==> config.mk <==
export PLATFORM = sky130hd
export DESIGN_NAME = buf1_scan_reader_flat
export DESIGN_NICKNAME = d
export VERILOG_FILES = /design/src/rtl/buf1_scan_reader_pkg.sv /design/src/rtl/buf1_scan_reader_if.sv /design/src/rtl/buf1_scan_reader_raster_timing_gen.sv /design/src/rtl/buf1_scan_reader.sv /design/src/flat_wrapper.sv
export SDC_FILE = /design/constraint.sdc
export NUM_CORES = 1
export LEC_CHECK = 0
export ABC_CLOCK_PERIOD_IN_PS = 2400
export BUFFER_PORTS_ARGS = -buffer_cell sky130_fd_sc_hd__buf_2
export CORE_ASPECT_RATIO = 1.1
export CORE_MARGIN = 2
export CORE_UTILIZATION = 49
export DETAILED_ROUTE_END_ITERATION = 10
export GPL_TIMING_DRIVEN = 0
export PLACE_DENSITY = 0.75
export SLEW_MARGIN = 20
export SYNTH_ARGS = -nofsm -noshare
export SYNTH_HDL_FRONTEND = slang
export SYNTH_SLANG_ARGS = --single-unit
==> constraint.sdc <==
create_clock -name clock -period 2.4 [get_ports clock]
set_input_delay 0.6 -clock clock [delete_from_list [all_inputs] [get_ports clock]]
set_output_delay 0.6 -clock clock [all_outputs]
set_load 0.05 [all_outputs]
==> src/rtl/buf1_scan_reader_pkg.sv <==
// Shared display timing constants and scan-reader state encoding.
// Defaults describe 640x480 @ 60 Hz; instances may override them.
package display_pkg;

    localparam int DEF_H_ACTIVE = 640;
    localparam int DEF_H_FP     = 16;
    localparam int DEF_H_SYNC   = 96;
    localparam int DEF_H_BP     = 48;
    localparam int DEF_V_ACTIVE = 480;
    localparam int DEF_V_FP     = 10;
    localparam int DEF_V_SYNC   = 2;
    localparam int DEF_V_BP     = 33;
    localparam int DEF_PIX_W    = 8;
    localparam int DEF_ADDR_W   = 20;

    function automatic int line_total(
        input int act,
        input int fp,
        input int sync,
        input int bp
    );
        return act + fp + sync + bp;
    endfunction

    localparam int DEF_H_TOTAL =
        line_total(DEF_H_ACTIVE, DEF_H_FP, DEF_H_SYNC, DEF_H_BP);
    localparam int DEF_V_TOTAL =
        line_total(DEF_V_ACTIVE, DEF_V_FP, DEF_V_SYNC, DEF_V_BP);
    localparam int DEF_FRAME_PIXELS = DEF_H_ACTIVE * DEF_V_ACTIVE;

    typedef enum logic [1:0] {
        ST_WAIT = 2'd0,
        ST_SCAN = 2'd1,
        ST_ACK  = 2'd2
    } state_t;

endpackage

==> src/rtl/buf1_scan_reader_if.sv <==
// Buffer1 read port, frame handshake and display output bundle.
// The scan reader is the master; Buffer1/display side is the slave.
interface buf1_scan_reader_if #(
    parameter int PIX_W  = 8,
    parameter int ADDR_W = 20
);

    logic              frame_rdy;
    logic [PIX_W-1:0]  rd_data;
    logic              RE1;
    logic [ADDR_W-1:0] addrR;
    logic [PIX_W-1:0]  pix_out;
    logic              de;
    logic              hsync;
    logic              vsync;
    logic              frame_ack;

    modport master (
        input  frame_rdy,
        input  rd_data,
        output RE1,
        output addrR,
        output pix_out,
        output de,
        output hsync,
        output vsync,
        output frame_ack
    );

    modport slave (
        output frame_rdy,
        output rd_data,
        input  RE1,
        input  addrR,
        input  pix_out,
        input  de,
        input  hsync,
        input  vsync,
        input  frame_ack
    );

endinterface

==> src/rtl/buf1_scan_reader_raster_timing_gen.sv <==
// Free-running raster counters with unregistered active/sync decodes.
// Consumers register these to line up with one-clock read latency.
module raster_timing_gen
    import display_pkg::*;
#(
    parameter int H_ACTIVE = DEF_H_ACTIVE,
    parameter int H_FP     = DEF_H_FP,
    parameter int H_SYNC   = DEF_H_SYNC,
    parameter int H_BP     = DEF_H_BP,
    parameter int V_ACTIVE = DEF_V_ACTIVE,
    parameter int V_FP     = DEF_V_FP,
    parameter int V_SYNC   = DEF_V_SYNC,
    parameter int V_BP     = DEF_V_BP
) (
    input  logic clock,
    input  logic reset,
    output logic o_active,
    output logic o_hs_raw,
    output logic o_vs_raw,
    output logic o_frame_start
);

    localparam int H_TOTAL = line_total(H_ACTIVE, H_FP, H_SYNC, H_BP);
    localparam int V_TOTAL = line_total(V_ACTIVE, V_FP, V_SYNC, V_BP);
    localparam int HW = $clog2(H_TOTAL);
    localparam int VW = $clog2(V_TOTAL);

    localparam logic [HW-1:0] H_LAST = HW'(H_TOTAL - 1);
    localparam logic [HW-1:0] H_ACT  = HW'(H_ACTIVE);
    localparam logic [HW-1:0] H_SS   = HW'(H_ACTIVE + H_FP);
    localparam logic [HW-1:0] H_SE   = HW'(H_ACTIVE + H_FP + H_SYNC);
    localparam logic [VW-1:0] V_LAST = VW'(V_TOTAL - 1);
    localparam logic [VW-1:0] V_ACT  = VW'(V_ACTIVE);
    localparam logic [VW-1:0] V_SS   = VW'(V_ACTIVE + V_FP);
    localparam logic [VW-1:0] V_SE   = VW'(V_ACTIVE + V_FP + V_SYNC);

    logic [HW-1:0] r_h_cnt;
    logic [VW-1:0] r_v_cnt;

    always_ff @(posedge clock) begin
        if (reset) begin
            r_h_cnt <= '0;
            r_v_cnt <= '0;
        end else if (r_h_cnt == H_LAST) begin
            r_h_cnt <= '0;
            r_v_cnt <= (r_v_cnt == V_LAST) ? '0 : r_v_cnt + 1'b1;
        end else begin
            r_h_cnt <= r_h_cnt + 1'b1;
        end
    end

    assign o_active      = (r_h_cnt < H_ACT) && (r_v_cnt < V_ACT);
    assign o_hs_raw      = !((r_h_cnt >= H_SS) && (r_h_cnt < H_SE));
    assign o_vs_raw      = !((r_v_cnt >= V_SS) && (r_v_cnt < V_SE));
    assign o_frame_start = (r_h_cnt == '0) && (r_v_cnt == '0);

endmodule

==> src/rtl/buf1_scan_reader.sv <==
// Scans Buffer1 in raster order once per completed frame and drives
// the display; sync/de are delayed one clock to match read latency.
module buf1_scan_reader
    import display_pkg::*;
#(
    parameter int H_ACTIVE = DEF_H_ACTIVE,
    parameter int H_FP     = DEF_H_FP,
    parameter int H_SYNC   = DEF_H_SYNC,
    parameter int H_BP     = DEF_H_BP,
    parameter int V_ACTIVE = DEF_V_ACTIVE,
    parameter int V_FP     = DEF_V_FP,
    parameter int V_SYNC   = DEF_V_SYNC,
    parameter int V_BP     = DEF_V_BP,
    parameter int PIX_W    = DEF_PIX_W,
    parameter int ADDR_W   = DEF_ADDR_W
) (
    input  logic               clock,
    input  logic               reset,
    buf1_scan_reader_if.master bus
);

    localparam int FRAME_PIXELS = H_ACTIVE * V_ACTIVE;
    localparam logic [ADDR_W-1:0] LAST_ADDR = ADDR_W'(FRAME_PIXELS - 1);

    logic w_active;
    logic w_hs_raw;
    logic w_vs_raw;
    logic w_frame_start;
    logic w_start;
    logic w_re;
    logic w_last;
    logic [PIX_W-1:0] w_pix;

    state_t            r_state;
    logic [ADDR_W-1:0] r_addr;
    logic              r_ack;
    logic              r_re_d;
    logic              r_de;
    logic              r_hs;
    logic              r_vs;

    raster_timing_gen #(
        .H_ACTIVE (H_ACTIVE),
        .H_FP     (H_FP),
        .H_SYNC   (H_SYNC),
        .H_BP     (H_BP),
        .V_ACTIVE (V_ACTIVE),
        .V_FP     (V_FP),
        .V_SYNC   (V_SYNC),
        .V_BP     (V_BP)
    ) u_timing (
        .clock         (clock),
        .reset         (reset),
        .o_active      (w_active),
        .o_hs_raw      (w_hs_raw),
        .o_vs_raw      (w_vs_raw),
        .o_frame_start (w_frame_start)
    );

    // The first pixel is read in the frame-start clock itself.
    assign w_start = !reset && (r_state == ST_WAIT)
                     && w_frame_start && bus.frame_rdy;
    assign w_re    = !reset && w_active
                     && ((r_state == ST_SCAN) || w_start);
    assign w_last  = w_re && (r_addr == LAST_ADDR);

    always_ff @(posedge clock) begin
        if (reset) begin
            r_state <= ST_WAIT;
            r_addr  <= '0;
            r_ack   <= 1'b0;
        end else begin
            r_ack <= 1'b0;
            unique case (r_state)
                ST_WAIT: if (w_start) r_state <= ST_SCAN;
                ST_SCAN: r_state <= ST_SCAN;
                ST_ACK:  r_state <= ST_WAIT;
                default: r_state <= ST_WAIT;
            endcase
            if (w_re) begin
                if (w_last) begin
                    r_addr  <= '0;
                    r_state <= ST_ACK;
                    r_ack   <= 1'b1;
                end else begin
                    r_addr <= r_addr + 1'b1;
                end
            end
        end
    end

    always_ff @(posedge clock) begin
        if (reset) begin
            r_re_d <= 1'b0;
            r_de   <= 1'b0;
            r_hs   <= 1'b1;
            r_vs   <= 1'b1;
        end else begin
            r_re_d <= w_re;
            r_de   <= w_active;
            r_hs   <= w_hs_raw;
            r_vs   <= w_vs_raw;
        end
    end

    assign w_pix         = r_re_d ? bus.rd_data : '0;
    assign bus.RE1       = w_re;
    assign bus.addrR     = r_addr;
    assign bus.pix_out   = w_pix;
    assign bus.de        = r_de;
    assign bus.hsync     = r_hs;
    assign bus.vsync     = r_vs;
    assign bus.frame_ack = r_ack;

endmodule

==> src/flat_wrapper.sv <==
// flat-port wrapper written by rule: the top's interface ports become plain ports
module buf1_scan_reader_flat import display_pkg::*;
#(
    parameter int H_ACTIVE = DEF_H_ACTIVE,
    parameter int H_FP     = DEF_H_FP,
    parameter int H_SYNC   = DEF_H_SYNC,
    parameter int H_BP     = DEF_H_BP,
    parameter int V_ACTIVE = DEF_V_ACTIVE,
    parameter int V_FP     = DEF_V_FP,
    parameter int V_SYNC   = DEF_V_SYNC,
    parameter int V_BP     = DEF_V_BP,
    parameter int PIX_W    = DEF_PIX_W,
    parameter int ADDR_W   = DEF_ADDR_W
)
  (clock, reset, bus_frame_rdy, bus_rd_data, bus_RE1, bus_addrR, bus_pix_out, bus_de, bus_hsync, bus_vsync, bus_frame_ack);
  buf1_scan_reader_if #(.PIX_W(PIX_W), .ADDR_W(ADDR_W)) bus_i ();
  input  logic clock;
  input  logic reset;
  input wire logic [$bits(bus_i.frame_rdy)-1:0] bus_frame_rdy;
  input wire logic [$bits(bus_i.rd_data)-1:0] bus_rd_data;
  output wire logic [$bits(bus_i.RE1)-1:0] bus_RE1;
  output wire logic [$bits(bus_i.addrR)-1:0] bus_addrR;
  output wire logic [$bits(bus_i.pix_out)-1:0] bus_pix_out;
  output wire logic [$bits(bus_i.de)-1:0] bus_de;
  output wire logic [$bits(bus_i.hsync)-1:0] bus_hsync;
  output wire logic [$bits(bus_i.vsync)-1:0] bus_vsync;
  output wire logic [$bits(bus_i.frame_ack)-1:0] bus_frame_ack;
  assign bus_i.frame_rdy = bus_frame_rdy;
  assign bus_i.rd_data = bus_rd_data;
  assign bus_RE1 = bus_i.RE1;
  assign bus_addrR = bus_i.addrR;
  assign bus_pix_out = bus_i.pix_out;
  assign bus_de = bus_i.de;
  assign bus_hsync = bus_i.hsync;
  assign bus_vsync = bus_i.vsync;
  assign bus_frame_ack = bus_i.frame_ack;
  buf1_scan_reader #(.H_ACTIVE(H_ACTIVE), .H_FP(H_FP), .H_SYNC(H_SYNC), .H_BP(H_BP), .V_ACTIVE(V_ACTIVE), .V_FP(V_FP), .V_SYNC(V_SYNC), .V_BP(V_BP), .PIX_W(PIX_W), .ADDR_W(ADDR_W)) u_core (.clock(clock), .reset(reset), .bus(bus_i));
endmodule
==> After elaboration in Yosys (flattened, before gate mapping) <==
Cells that the tools add are included.
{ "op_classes": {"n_mux": 8, "n_reduce_logical": 19, "n_lt_le_gt_ge": 6, "n_eq_ne": 4, "n_addsub": 3, "bitwise_logic": 1} }
{ "ops": {"columns": ["op", "n"], "rows": [
  ["adder 10 x 1 -> 10 bit (second input constant)", 2],
  ["adder 20 x 1 -> 20 bit (second input constant)", 1],
  ["equality test 10 bit (second input constant)", 2],
  ["equality test 20 x 19 -> 1 bit (second input constant)", 1],
  ["logical NOT 10 bit", 2],
  ["< comparator 10 bit (second input constant)", 2],
  ["< comparator 10 x 9 -> 1 bit (second input constant)", 2],
  ["two-way mux 20 bit", 1],
  ["greater-or-equal comparator 10 bit (second input constant)", 1],
  ["greater-or-equal comparator 10 x 9 -> 1 bit (second input constant)", 1],
  ["logical AND 1 bit", 10],
  ["two-way mux 10 bit", 1],
  ["two-way mux 8 bit", 1],
  ["two-way mux 2 bit", 3],
  ["case mux 2 bit (2 select lines)", 1],
  ["OR reduction 2 bit", 2],
  ["logical NOT 1 bit", 3],
  ["equality test 2 x 1 -> 1 bit (second input constant)", 1],
  ["logical NOT 2 bit", 1],
  ["logical OR 1 bit", 1],
  ["two-way mux 1 bit", 1],
  ["NOT 1 bit", 1]
]} }
{ "totals": {"regBits": 47, "inputBits": 11, "wordCells": 50, "out_inout_bits": 33} }

==> Depth between registers and ports, before layout <==
Gate-level depths: netlist of run 1.
{ "depth": {"depth_word": 9, "ltp_mapped": 9} }

==> Cells and area by module <==
From an unflattened synthesis of run 1, not the netlist that was laid out.
{ "hier_totals": {"cells_unflattened": 275, "hier_area_um2": 2373.5} }
{ "by_module_without_submodules": {"columns": ["mod", "cells_per_inst", "area_per_inst_um2", "n_inst"], "rows": [
  ["buf1_scan_reader", 144, 1288.7, 1],
  ["raster_timing_gen", 131, 1084.8, 1]
]} }

==> Worst setup path before layout of run 1 <==
No wires, ideal clock.
{ "synth_path": {"kind": "input port to output port", "from": "input port reset", "to": "output port bus_RE1", "cell_stages": 8, "t_arrival_ns": 2.499, "slack_ns": -0.699, "path_buffers": 4, "cell_sequence": "buf_2 -> nor3_1 -> nand3_1 -> o31a_1 -> buf_6 -> clkbuf_1 -> clkbuf_1 -> nor2_1"} }
{ "synth_via": {"elab_chain_len": 6, "word_cells_on_any_way": 7, "cone_classes": "7 x reduce/logical"} }
{ "synth_lines": {"columns": ["element", "line", "source"], "rows": [
  ["start, declared", "flat_wrapper.sv:18", "input logic reset;"],
  ["logical NOT 1 bit (*)", "buf1_scan_reader.sv:61, buf1_scan_reader.sv:63", null],
  ["logical AND 1 bit", "buf1_scan_reader.sv:61", "assign w_start = !reset && (r_state == ST_WAIT)"],
  ["logical AND 1 bit (2 in a row)", "buf1_scan_reader.sv:62", "&& w_frame_start && bus.frame_rdy;"],
  ["logical OR 1 bit", "buf1_scan_reader.sv:64", "&& ((r_state == ST_SCAN) || w_start);"],
  ["logical AND 1 bit (*)", "buf1_scan_reader.sv:64", null],
  ["end, declared", "flat_wrapper.sv:21", "output wire logic [$bits(bus_i.RE1)-1:0] bus_RE1;"]
]} }
Mark *: on every way between the ends. The rest lies on a longest branch, timed or not.

==> Final worst setup path of run 1 <==
{ "layout_path": {"from": "register u_core.u_timing.r_v_cnt[4]", "to": "output port bus_RE1"} }
{ "layout_via": {"elab_chain_len": 6, "word_cells_on_any_way": 9, "cone_classes": "1 x order compare; 8 x reduce/logical"} }
{ "layout_lines": {"columns": ["element", "line", "source"], "rows": [
  ["start, declared", "buf1_scan_reader_raster_timing_gen.sv:38", "logic [VW-1:0] r_v_cnt;"],
  ["start signal, assigned", "buf1_scan_reader_raster_timing_gen.sv:46", "r_v_cnt <= (r_v_cnt == V_LAST) ? '0 : r_v_cnt + 1'b1;"],
  ["branches (longest 5 deep; another with < comparator 10 x 9 -> 1 bit)", null, null],
  ["logical AND 1 bit (*)", "buf1_scan_reader.sv:64", null]
]} }
Mark *: on every way between the ends.

==> results of run 1 <==
## area by class of cell
type	count	area (sq um)	share of cell area [%]
inverters	8	30.0	1.06
repair buffers	51	305	10.7
plain buffers	10	80.1	2.82
flip-flops and latches	47	957	33.7
multi-input cells	201	1280	45.2
clock buffers	6	82.6	2.90
clock inverters	2	35.0	1.23
well taps	54	67.6	2.38
## how the worst max path moves through the flow
stage	slack, ns	depth (start not counted)	to	from
2_1_floorplan	-0.09	8	bus_RE1	reset
3_3_place_gp	-0.26	9	bus_RE1	bus_frame_rdy
3_5_place_dp	-0.31	9	bus_RE1	bus_frame_rdy
4_1_cts	0.007	6	bus_RE1	u_core.u_timing.r_h_cnt[8]
5_1_grt	-0.05	6	bus_RE1	u_core.u_timing.r_v_cnt[4]
6_report	-0.0003	6	bus_RE1	u_core.u_timing.r_v_cnt[4]
## through the flow
stage	hold WS, ns	utilization (%)	setup TNS [ns]	instance area [sq um]	instances
6_report	0.464	64.9	-0.000287	2840	379
5_1_grt	0.474	64.9	-0.239	2840	379
4_1_cts	0.461	62.5	0	2740	372
3_5_place_dp	0.433	59.2	-0.306	2590	365
3_3_place_gp	0.446	59.2	-0.256	2590	365
2_1_floorplan	0.402	-	-0.0898	2310	269
## worst max-delay path: stages (launching register included)
cell	delay, ns
dfxtp_4	0.37
nor4_4	0.26
nand3b_1	0.13
o31a_1	0.36
buf_12	0.15
nor2_4	0.08
buf_8	0.15
## routing by layer
metal,GRT usage [%],vias up,share of wire (%)
met3,4.87,6,3.9
met5,0,-,0
li1,-,1075,-
met1,25.7,1031,44
met2,39.0,39,51
met4,8.50,0,1.2
## report_power, final
part | total [mW] | leakage, nW | switching (mW) | internal, mW
Sequential | 0.794 | 0.384 | 0.00990 | 0.784
Clock | 0.604 | 0.0612 | 0.267 | 0.337
Combinational | 0.184 | 0.685 | 0.111 | 0.0737
## synthesized netlist by cell type (8+ instances only)
library cell | number | area (sq um)
o31ai_1 | 9 | 67.6
a21oi_1 | 19 | 95.1
nor2_1 | 30 | 113
nand3_1 | 14 | 70.1
and2_1 | 10 | 62.6
or3_1 | 8 | 50.1
nand4_1 | 12 | 75.1
dfxtp_1 | 47 | 941
inv_1 | 8 | 30.0
or4_1 | 10 | 75.1
xor2_1 | 10 | 87.6
nand2_1 | 15 | 56.3
o21ai_0 | 13 | 65.1
## layout by cell type (no fill, tap or decap), types with 2 or more instances in the layout
cell / instances
a21oi_1: 19
and2_1: 10
and3_1: 7
and4_1: 3
and4b_1: 2
buf_2: 44
buf_4: 8
buf_8: 2
clkbuf_1: 3
clkbuf_8: 6
dfxtp_1: 42
dfxtp_4: 4
ha_1: 5
inv_1: 8
nand2_1: 15
nand3_1: 14
nand3b_1: 3
nand4_1: 12
nor2_1: 29
nor3_1: 5
nor3b_1: 3
o21ai_0: 13
o31ai_1: 9
or2_2: 2
or3_1: 8
or4_1: 10
xnor2_1: 6
xor2_1: 10
## sequential cells by signal, indices dropped and copies added (netlist names)
register	count
u_core.bus.hsync	1
u_core.u_timing.r_v_cnt	10
u_core.bus.frame_ack	1
u_core.r_re_d	1
u_core.bus.de	1
u_core.u_timing.r_h_cnt	10
u_core.bus.addrR	20
u_core.r_state	2
u_core.bus.vsync	1
## repair_timing
item / in CTS / in global routing
setup endpoints to repair: 1 / 1
gates resized for setup: 15 / 8
setup buffers: 2 / 6
gates cloned: 0 / 1
hold buffers: 0 / 0
pin swaps: 4 / 2
## cells by family (layout without fill, tap and decap cells)
group	count (synthesis)	after routing
simple gates	134	134
flops	47	47
compound gates	46	46
buf+inv	21	77
xor+xnor	16	16
fa+ha+maj	5	5
==> run_results.csv, run 1 <==
group,metric,value,unit
sta,rsz0062_at_grt,"yes",
cts,worstSkewPairLatency,0.31,ns
floorplanning,core,0.00438,sq mm
sta,slew-limit-headroom,63.4,%
layout,diodes,0,
critical_path,cp.arrival,1.80,ns
floorplanning,die_h,75.3,um
hold_path,hold_end,"u_core.bus.vsync",
critical_path,startpoint_type,"register",
sta,min_period_over_period,100,%
global_route,grt_max_degree,29,
critical_path,regToRegStartpoint,"u_core.u_timing.r_v_cnt[4]",
floorplanning,die_w,68.8,um
route,ant_nets,0,
logic_synthesis,synthSimpleGateAreaFrac,33.2,%
sta,fin_crit,2.40,ns
cts,cts_tree,"yes",
logic_synthesis,synthXorXnorAreaFrac,6.19,%
logic_synthesis,synth-seq-area-share,41.5,%
global_route,antenna_found_initial,0,
cts,cts_inserted_buffers,5,
critical_path,path_class,"reg2out",
cts,clk_pin_slew_worst_paths,0.09,ns
hold_path,hold_depth,1,
floorplanning,initial_core_util,51.7,%
sta,worstMarginPinSlew,0.547,ns
critical_path,ff2ff_setup_slack,0.12,ns
global_route,grt_pass1_wl,8610,um
critical_path,cp-end-kind,"primary output",
logic_synthesis,synth_top_family_by_area,"simple AND/OR/NAND/NOR gates",
layout,drive_gt1_share,25.2,%
place,gp_congestion,0.829,
logic_synthesis,netlist_area,0.00226,sq mm
logic_synthesis,synth_area_per_cell,8.42,sq um
place,dp_hpwl,3620,um
pwr,vdd_drop_max,0.000339,V
hold_path,hold_path_class,"reg2reg",
sta,final-hold-violation-count,0,
layout,fillers,392,
critical_path,r2r_end,"u_core.bus.addrR[0]",
sta,fmax,0.417,GHz
floorplanning,die-area,0.00518,sq mm
sta,fin_ws,-0.000287,ns
place,pre_cts_slack,-0.306,ns
route,wl,5300,um
logic_synthesis,syn_nets,285,
global_route,grt_use_total,22.0,%
cts,cts_root_buf,"clkbuf_8",
logic_synthesis,ys_types,37,
cts,cts_num_sinks,47,
layout,nets,340,
outcome,outcome,"finished, violations left",
logic_synthesis,yosysWarnings,0,
sta,final_max_slew_viol_count,0,
route,drt_iter0_drc,159,
job,maxCapViolations,0,
pwr,p_leak,1.13,nW
sta,skew,0.00730,ns
critical_path,cp_data_required_time,1.80,ns
logic_synthesis,ys_ff_latch,47,
logic_synthesis,synth_ff_type,"dfxtp_1",
layout,syn_to_final_growth,25.5,%
place,portBuffers,42,
floorplanning,io-pin-count,44,
route,wl_per_cell,14.0,um
route,drc,0,
logic_synthesis,synthMuxAreaShare,0,%
route,dr.pass1.iters,4,
route,num_vias,2151,
logic_synthesis,synth_async_sr_flop_share,0,%
logic_synthesis,synth-compound-area-share,11.9,%
critical_path,critPathMaxFanout,5,
hold_path,min_from,"u_core.u_timing.r_v_cnt[8]",
critical_path,r2r.worst_path.cells,8,
sta,setup-violations-final,1,
pwr,p_total,1.58,mW
logic_synthesis,synth_fa_ha_area_share,2.76,%
global_route,grt_pass1_vias,1924,
outcome,violations,"negative setup slack",
cts,clk_path_buf_depth,2,
global_route,grt_remaining_overflow,0,
logic_synthesis,syn_inst,269,
floorplanning,row_count,25,
cts,h-tree-depth,2,
logic_synthesis,synth-edff-count,0,
route,via_per_inst,5.68,
pwr,p_per_area,557,mW/mm^2
No activity file was read; power rests on OpenSTA's default activity.
==> inputs of run 2 (changes only) <==
--- a/config.mk
+++ b/config.mk
@@ -11,7 +11,6 @@
 export CORE_MARGIN = 2
 export CORE_UTILIZATION = 49
 export DETAILED_ROUTE_END_ITERATION = 10
-export GPL_TIMING_DRIVEN = 0
 export PLACE_DENSITY = 0.75
 export SLEW_MARGIN = 20
 export SYNTH_ARGS = -nofsm -noshare
==> run 2 against run 1 <==
Compared with the run above: fmax up 4.2%; sequential power up 0.5%; combinational power down 15%; die area unchanged; core utilization down 2.1 points; first-iteration DRC count down 18%; highest routed layer unchanged; worst hold slack better by 0.010 ns; count of clock-buffer cells in the layout unchanged; the run now ends clean; wire length down 5.2%; critical endpoint unchanged; critical path type unchanged; largest cell class unchanged.
==> run_results.csv, run 2 (synthesized netlist as in run 1, its figures left out) <==
group,metric,value,unit
pwr,vdd_drop_max,0.000353,V
layout,nets,336,
floorplanning,die-area,0.00518,sq mm
global_route,grt_max_degree,34,
route,drc,0,
critical_path,cp_top_family,"simple AND/OR/NAND/NOR gates",
pwr,p_per_area,552,mW/mm^2
layout,stdcell_count,374,
floorplanning,core,0.00438,sq mm
critical_path,worst_path_largest_cell_delay,0.38,ns
layout,syn_to_final_growth,21.5,%
route,dr.pass1.iters,4,
layout,drive_gt1_share,23.4,%
sta,fmax,0.434,GHz
pwr,p_leak,1.09,nW
layout,final_cell_mix,"dfxtp_1, buf_2, nor2_1",
layout,fin_util,62.8,%
route,wl_per_cell,13.4,um
route,num_vias,2074,
critical_path,cp_num_buf_inv,1,
place,gp_congestion,0.883,
cts,clk_path_buf_depth,2,
sta,final-hold-violation-count,0,
route,wl,5020,um
global_route,grt_pass1_vias,1894,
sta,min_period_over_period,96.0,%
cts,cts_root_buf,"clkbuf_8",
floorplanning,io-pin-count,44,
sta,skew,0.0110,ns
route,drt_iter0_drc,131,
sta,setup-tns-final,0,ns
cts,h-tree-depth,2,
global_route,grt_remaining_overflow,0,
critical_path,startpoint_type,"register",
critical_path,crit_slowest_cell,"dfxtp_1",
layout,largest_reg_flops,20,
critical_path,cp-end-kind,"primary output",
layout,diodes,0,
route,via_per_inst,5.55,
sta,fin_crit,2.30,ns
critical_path,path_class,"reg2out",
critical_path,critPathMaxFanout,6,
floorplanning,row_count,25,
critical_path,cp_data_required_time,1.80,ns
route,ant_nets,0,
sta,rsz0062_at_grt,"no",
cts,clk_pin_slew_worst_paths,0.08,ns
layout,fillers,412,
sta,setup-violations-final,0,
layout,multiInputGateArea,0.00127,sq mm
layout,layout_commonest_cell,"dfxtp_1",
floorplanning,die_h,75.3,um
cts,cts_num_sinks,47,
floorplanning,initial_core_util,51.7,%
global_route,grt_use_total,20.8,%
critical_path,cp.arrival,1.70,ns
place,dp_hpwl,3610,um
layout,seqCellArea,942,sq um
job,maxCapViolations,0,
place,portBuffers,43,
cts,worstSkewPairLatency,0.31,ns
hold_path,hold_path_class,"reg2reg",
cts,cts_tree,"yes",
global_route,grt_pass1_wl,8200,um
outcome,outcome,"complete, no violations",
critical_path,path_cells,"nor4_2 > nand3b_1 > o31a_1 > nor2_4 > buf_6",
sta,slew-limit-headroom,64.9,%
sta,final_max_slew_viol_count,0,
cts,cts_inserted_buffers,5,
global_route,antenna_found_initial,0,
place,placedCellCount,366,
floorplanning,die_w,68.8,um
sta,worstMarginPinSlew,0.525,ns
-- run 2: worst paths after layout --
check	slack, ns	to	cells past startpoint	startpoint
setup / recovery	0.1	bus_RE1	5	u_core.u_timing.r_v_cnt[5]
hold / removal	0.47	u_core.u_timing.r_h_cnt[0]	1	u_core.u_timing.r_h_cnt[0]
setup reg to reg	0.20	u_core.bus.addrR[12]	7	u_core.u_timing.r_v_cnt[5]
hold reg to reg	0.47	u_core.u_timing.r_h_cnt[0]	1	u_core.u_timing.r_h_cnt[0]
-- run 2: through the flow --
| stage | worst slack, ns | instance area [sq um] | power (mW) | hold WS [ns] |
|---|---|---|---|---|
| floorplan | -0.0898 | 2310 | 0.934 | 0.402 |
| global placement | 0.0798 | 2620 | 0.963 | 0.446 |
| detailed placement | 0.0582 | 2620 | 0.965 | 0.461 |
| CTS | 0.0389 | 2730 | 1.53 | 0.482 |
| global route | 0.00116 | 2750 | 1.57 | 0.492 |
| finish | 0.0969 | 2750 | 1.52 | 0.474 |
-- run 2: area by class of cell --
cell class	instances	area share, %
Inverter	8	1.09
Sequential cell	47	34.2
Timing Repair Buffer	57	12.3
Multi-Input combinational cell	201	46.2
Tap cell	54	2.46
Clock buffer	6	2.64
Clock inverter	1	1.09
-- run 2: worst register-to-register path, delay by kind of cell, from the launching register on --
family          cells  cell delay (ns)
flops               1             0.38
simple gates        3             0.91
compound gates      2             0.51
buf+inv             2             0.34
-- run 2: report_power, final --
group	leakage [nW]	internal [mW]	switching, mW	total [mW]
registers	0.380	0.788	0.00926	0.798
clock network	0.0513	0.306	0.258	0.563
logic	0.655	0.0544	0.102	0.157
-- run 2: layer usage --
layer	wire (um)	share of wire [%]	track usage [%]	vias up
li1	-	-	-	1069
met3	175	3.5	4.43	5
met5	0	0	0	-
met2	2530	50	37.2	32
met1	2270	45	24.8	968
met4	54	1.1	6.32	0
-- run 2: repair_timing --
item | in CTS | in global routing
setup buffers | 1 | 0
resized for setup | 1 | 5
hold buffers | 0 | 0
endpoints found under the setup margin | 1 | 6
pin swaps | 1 | 1
